[src/rtl/decoder_nto2n_reg.sv]
// decoder_nto2n_reg: registered N-to-M one-hot decoder with a valid/ready command port.
// Level mode holds the decoded line until it is retargeted or disabled. Pulse mode drives
// the line for HOLD_CYCLES cycles and then returns to idle.
// Optional feature: define DECODER_OOR_ERR_EN to get a sticky out-of-range error flag.
// Without it err is tied low and out-of-range commands are dropped silently.
module decoder_nto2n_reg #(
    parameter int unsigned SEL_W       = 2,
    parameter int unsigned NUM_OUT     = 4,
    parameter int unsigned HOLD_CYCLES = 4
) (
    input  logic               clk,
    input  logic               rst,
    input  logic               en,
    input  logic               in_valid,
    output logic               in_ready,
    input  logic [SEL_W-1:0]   in_sel,
    input  logic               in_pulse,
    output logic [NUM_OUT-1:0] out,
    output logic               active,
    output logic [SEL_W-1:0]   sel_q,
    output logic               err
);

    // Counter holds HOLD_CYCLES-1 down to 0; keep at least one bit for HOLD_CYCLES=1.
    localparam int unsigned CNT_W = (HOLD_CYCLES > 1) ? $clog2(HOLD_CYCLES) : 1;

    typedef enum logic [1:0] {
        StIdle    = 2'd0,
        StHoldLvl = 2'd1,
        StHoldPls = 2'd2
    } state_e;

    state_e             state_q, state_d;
    logic [CNT_W-1:0]   cnt_q, cnt_d;
    logic [SEL_W-1:0]   sel_d;
    logic [NUM_OUT-1:0] out_d;
    logic               active_d;
    logic               accept;
    logic               in_range;
    logic               oor_accept;

    // Ready is suppressed during reset and while a pulse is running.
    assign in_ready   = ~rst & en & (state_q != StHoldPls);
    assign accept     = en & in_valid & in_ready;
    assign in_range   = (32'(in_sel) < NUM_OUT);
    assign oor_accept = accept & ~in_range;

    // State, counter, select and output registers.
    always_ff @(posedge clk) begin
        if (rst) begin
            state_q <= StIdle;
            cnt_q   <= '0;
            sel_q   <= '0;
            out     <= '0;
            active  <= 1'b0;
        end else begin
            state_q <= state_d;
            cnt_q   <= cnt_d;
            sel_q   <= sel_d;
            out     <= out_d;
            active  <= active_d;
        end
    end

    // Next-state, counter and select update.
    always_comb begin
        state_d = state_q;
        cnt_d   = cnt_q;
        sel_d   = sel_q;
        if (!en) begin
            // Disable cancels everything, including an in-progress pulse.
            state_d = StIdle;
            cnt_d   = '0;
        end else begin
            unique case (state_q)
                StIdle, StHoldLvl: begin
                    if (accept) begin
                        if (in_range) begin
                            sel_d = in_sel;
                            if (in_pulse) begin
                                state_d = StHoldPls;
                                cnt_d   = CNT_W'(HOLD_CYCLES - 1);
                            end else begin
                                state_d = StHoldLvl;
                                cnt_d   = '0;
                            end
                        end else begin
                            // Out-of-range: drop to idle, keep the last good select.
                            state_d = StIdle;
                            cnt_d   = '0;
                        end
                    end
                end
                StHoldPls: begin
                    if (cnt_q == '0) begin
                        state_d = StIdle;
                    end else begin
                        cnt_d = cnt_q - CNT_W'(1);
                    end
                end
                default: begin
                    state_d = StIdle;
                    cnt_d   = '0;
                end
            endcase
        end
    end

    // Decoded outputs are derived from the next state so they register alongside it.
    always_comb begin
        out_d    = '0;
        active_d = (state_d != StIdle);
        if (state_d != StIdle) begin
            for (int unsigned i = 0; i < NUM_OUT; i++) begin
                out_d[i] = (32'(sel_d) == i);
            end
        end
    end

`ifdef DECODER_OOR_ERR_EN
    logic err_q;

    // Sticky error: set by any out-of-range accept, cleared only by reset.
    always_ff @(posedge clk) begin
        if (rst) begin
            err_q <= 1'b0;
        end else if (oor_accept) begin
            err_q <= 1'b1;
        end
    end

    assign err = err_q;
`else
    logic unused_oor;
    assign unused_oor = oor_accept;
    assign err        = 1'b0;
`endif

endmodule

[config.mk]
export PLATFORM = sky130hd
export DESIGN_NAME = decoder_nto2n_reg
export DESIGN_NICKNAME = d
export VERILOG_FILES = /design/src/rtl/decoder_nto2n_reg.sv
export SDC_FILE = /design/constraint.sdc
export NUM_CORES = 1
export LEC_CHECK = 0
export BUFFER_PORTS_ARGS = -buffer_cell sky130_fd_sc_hd__buf_2
export CAP_MARGIN = 20
export CORE_AREA = 2 2 39 41
export DETAILED_ROUTE_END_ITERATION = 8
export DIE_AREA = 0 0 41 43
export PLACE_DENSITY = 0.68
export RECOVER_POWER = 100
export SETUP_SLACK_MARGIN = 0.4
export SYNTH_ARGS = -nofsm -noshare
export SYNTH_HDL_FRONTEND = slang
export SYNTH_SLANG_ARGS = --single-unit
[constraint.sdc]
create_clock -name clk -period 1.7 [get_ports clk]
set_input_delay 0.34 -clock clk [delete_from_list [all_inputs] [get_ports clk]]
set_output_delay 0.34 -clock clk [all_outputs]
set_load 0.01 [all_outputs]
==> reports/metrics.csv <==
metric;value;unit
status;finished clean;
first_pass_iters;4;
routedWlPerCell;11.1;µm
drt_wl_total;901;µm
critical_path_class;reg -> reg;
synth_nets;55;
ios;16;
critPathLaunchType;register;
arrival;1650;ps
diodes;0;
grt_max_degree;8;
clkTransAtPathRegs;70;ps
r2r_slack;240;ps
timing.setup.tns;0;ps
max_freq;0.685;GHz
cts-buffers-inserted;3;
ys_ff_latch;11;
final_core_util;44.9;%
drc;0;
initial_core_util;36.3;%
irDropWorstVdd;0.000625;V
core_area;1380;µm²
gr-total-overflow;0;
crit_required;1890;ps
worst_skew_pair.late_latency;260;ps
ant_nets;0;
clockRootBuffer;clkbuf_4;
post-route-period-util;85.8;%
endpoint_kind;register;
power_density;807;nW/µm²
grt_use_total;13.2;%
rows;14;
rsz0062_at_grt;yes;
grt_pass1_vias;355;
synth_area;503;µm²
synth.yosys.warnings;0;
drt_iter0_markers;7;
post_drt_via_cell_ratio;4.89;
syn_inst;47;
grt_antenna_before_repair;0;
htree_levels;1;
clock_skew;2.34;ps
grt_pass1_wl;1.49;mm
final_cell_mix;dfxtp_1 (9), clkbuf_1 (9), buf_2 (6);
dp_hpwl;634;µm
num_vias;396;
holdWs;268;ps
layout.nets;74;
hp-class;in -> reg;
drive_gt1_share;30.8;%
yosysSeqAreaShare;43.8;%
fp.dieArea;1760;µm²
p_leak;0.249;nW
ys_types;23;
cts_sinks;11;
hold_violations;0;
finalMaxSlewViolations;0;
clock_path_buffers;2;
die_w;41;µm
synth.avg_cell_area;10.7;µm²
cts_tree;yes;
place.gp.congestion;0.734;
setup_violations;0;
area_growth;23.6;%
die_h;43;µm
port_buffers;14;
path_max_fanout;7;
fin_crit;1460;ps
cap_violations;0;
==> flip-flops by register name, indices dropped and copies added (netlist names) <==
register and count:
state_q 2, cnt_q 2, sel_q 2, active 1, out 4
==> Yosys cell counts <==
| cell | count | area share, % |
|---|---|---|
| and4bb_1 | 1 | 2.5 |
| buf_4 | 1 | 1.5 |
| nor3_1 | 1 | 0.99 |
| a211oi_1 | 5 | 7.5 |
| o21bai_1 | 1 | 1.5 |
| or2b_1 | 1 | 1.5 |
| or3b_1 | 1 | 1.7 |
| nand2b_2 | 1 | 1.7 |
| a21oi_1 | 1 | 0.99 |
| dfxtp_1 | 11 | 44 |
| nand3b_1 | 1 | 1.5 |
| mux2i_1 | 2 | 4.0 |
| nand2b_1 | 2 | 2.5 |
| inv_1 | 3 | 2.2 |
| o21a_1 | 2 | 3.0 |
| nor2_1 | 2 | 1.5 |
| ha_1 | 1 | 2.5 |
| a21o_1 | 2 | 3.0 |
| conb_1 | 1 | 0.75 |
| buf_6 | 1 | 2.2 |
| nor2b_1 | 1 | 1.2 |
| mux2_4 | 2 | 6.0 |
| nor3_2 | 3 | 6.0 |
==> layout make-up <==
cell class | count | area (µm²)
repair buffers | 16 | 75.1
multi-input cells | 31 | 264
fillers | 148 | 762
inverters | 3 | 11.3
flip-flops and latches | 11 | 225
well taps | 16 | 20.0
clock buffers | 4 | 26.3
==> power breakdown <==
| part | leakage (nW) | total, mW | internal (mW) | switching, mW |
|---|---|---|---|---|
| Combinational | 0.143 | 0.0614 | 0.0279 | 0.0335 |
| Sequential | 0.0906 | 0.268 | 0.264 | 0.00429 |
| Clock | 0.0150 | 0.172 | 0.0907 | 0.0813 |
==> metal layers <==
metal	vias up	share of wire, %	GRT usage, %	wire length [µm]
met5	-	0	0	0
met4	0	2.1	8.00	19
met3	2	7.3	7.85	66
met2	13	43	15.0	384
met1	179	48	18.1	431
li1	202	-	-	-
==> worst paths after layout <==
check	startpoint	to	cells after the start
max	state_q[1]$_SDFF_PP0_	out[2]$_SDFF_PP0_	3
min	rst	sel_q[1]$_SDFF_PP0_	2
max reg2reg	state_q[1]$_SDFF_PP0_	out[2]$_SDFF_PP0_	3
min reg2reg	sel_q[1]$_SDFF_PP0_	out[1]$_SDFF_PP0_	2
==> metrics by stage <==
step | power, mW | std cells | instance area, µm² | setup WS [ps]
6_report | 0.502 | 81 | 622 | 241
5_1_grt | 0.543 | 81 | 622 | 145
4_1_cts | 0.513 | 81 | 624 | 213
3_5_place_dp | 0.335 | 75 | 574 | 160
3_3_place_gp | 0.334 | 75 | 574 | 208
2_1_floorplan | 0.317 | 47 | 503 | 378
==> worst max-delay path, stage by stage (launching register included) <==
cell      delay [ps]
dfxtp_4          360
and4bb_1         450
mux2_1           400
nor3_1           180
==> kinds of logic (layout without fill, tap and decap cells) <==
kind of cell / count (synthesis) / in the layout / share of synthesized area, %
multiplexers: 4 / 4 / 9.95
other: 1 / 1 / 0.746
AO/OA/AOI/OAI: 11 / 11 / 15.9
AND/OR/NAND/NOR: 14 / 14 / 21.1
buffers and inverters: 5 / 23 / 5.97
adder cells (fa/ha/maj): 1 / 1 / 2.49
flip-flops: 11 / 11 / 43.8
==> timing repair <==
item	4_1_cts	5_1_grt
hold buffers	0	0
cloned	0	0
setup buffers	2	0
pin swaps	0	3
endpoints found under the setup margin	8	10
resized for setup	4	9
(Power assumes the default switching activity.)
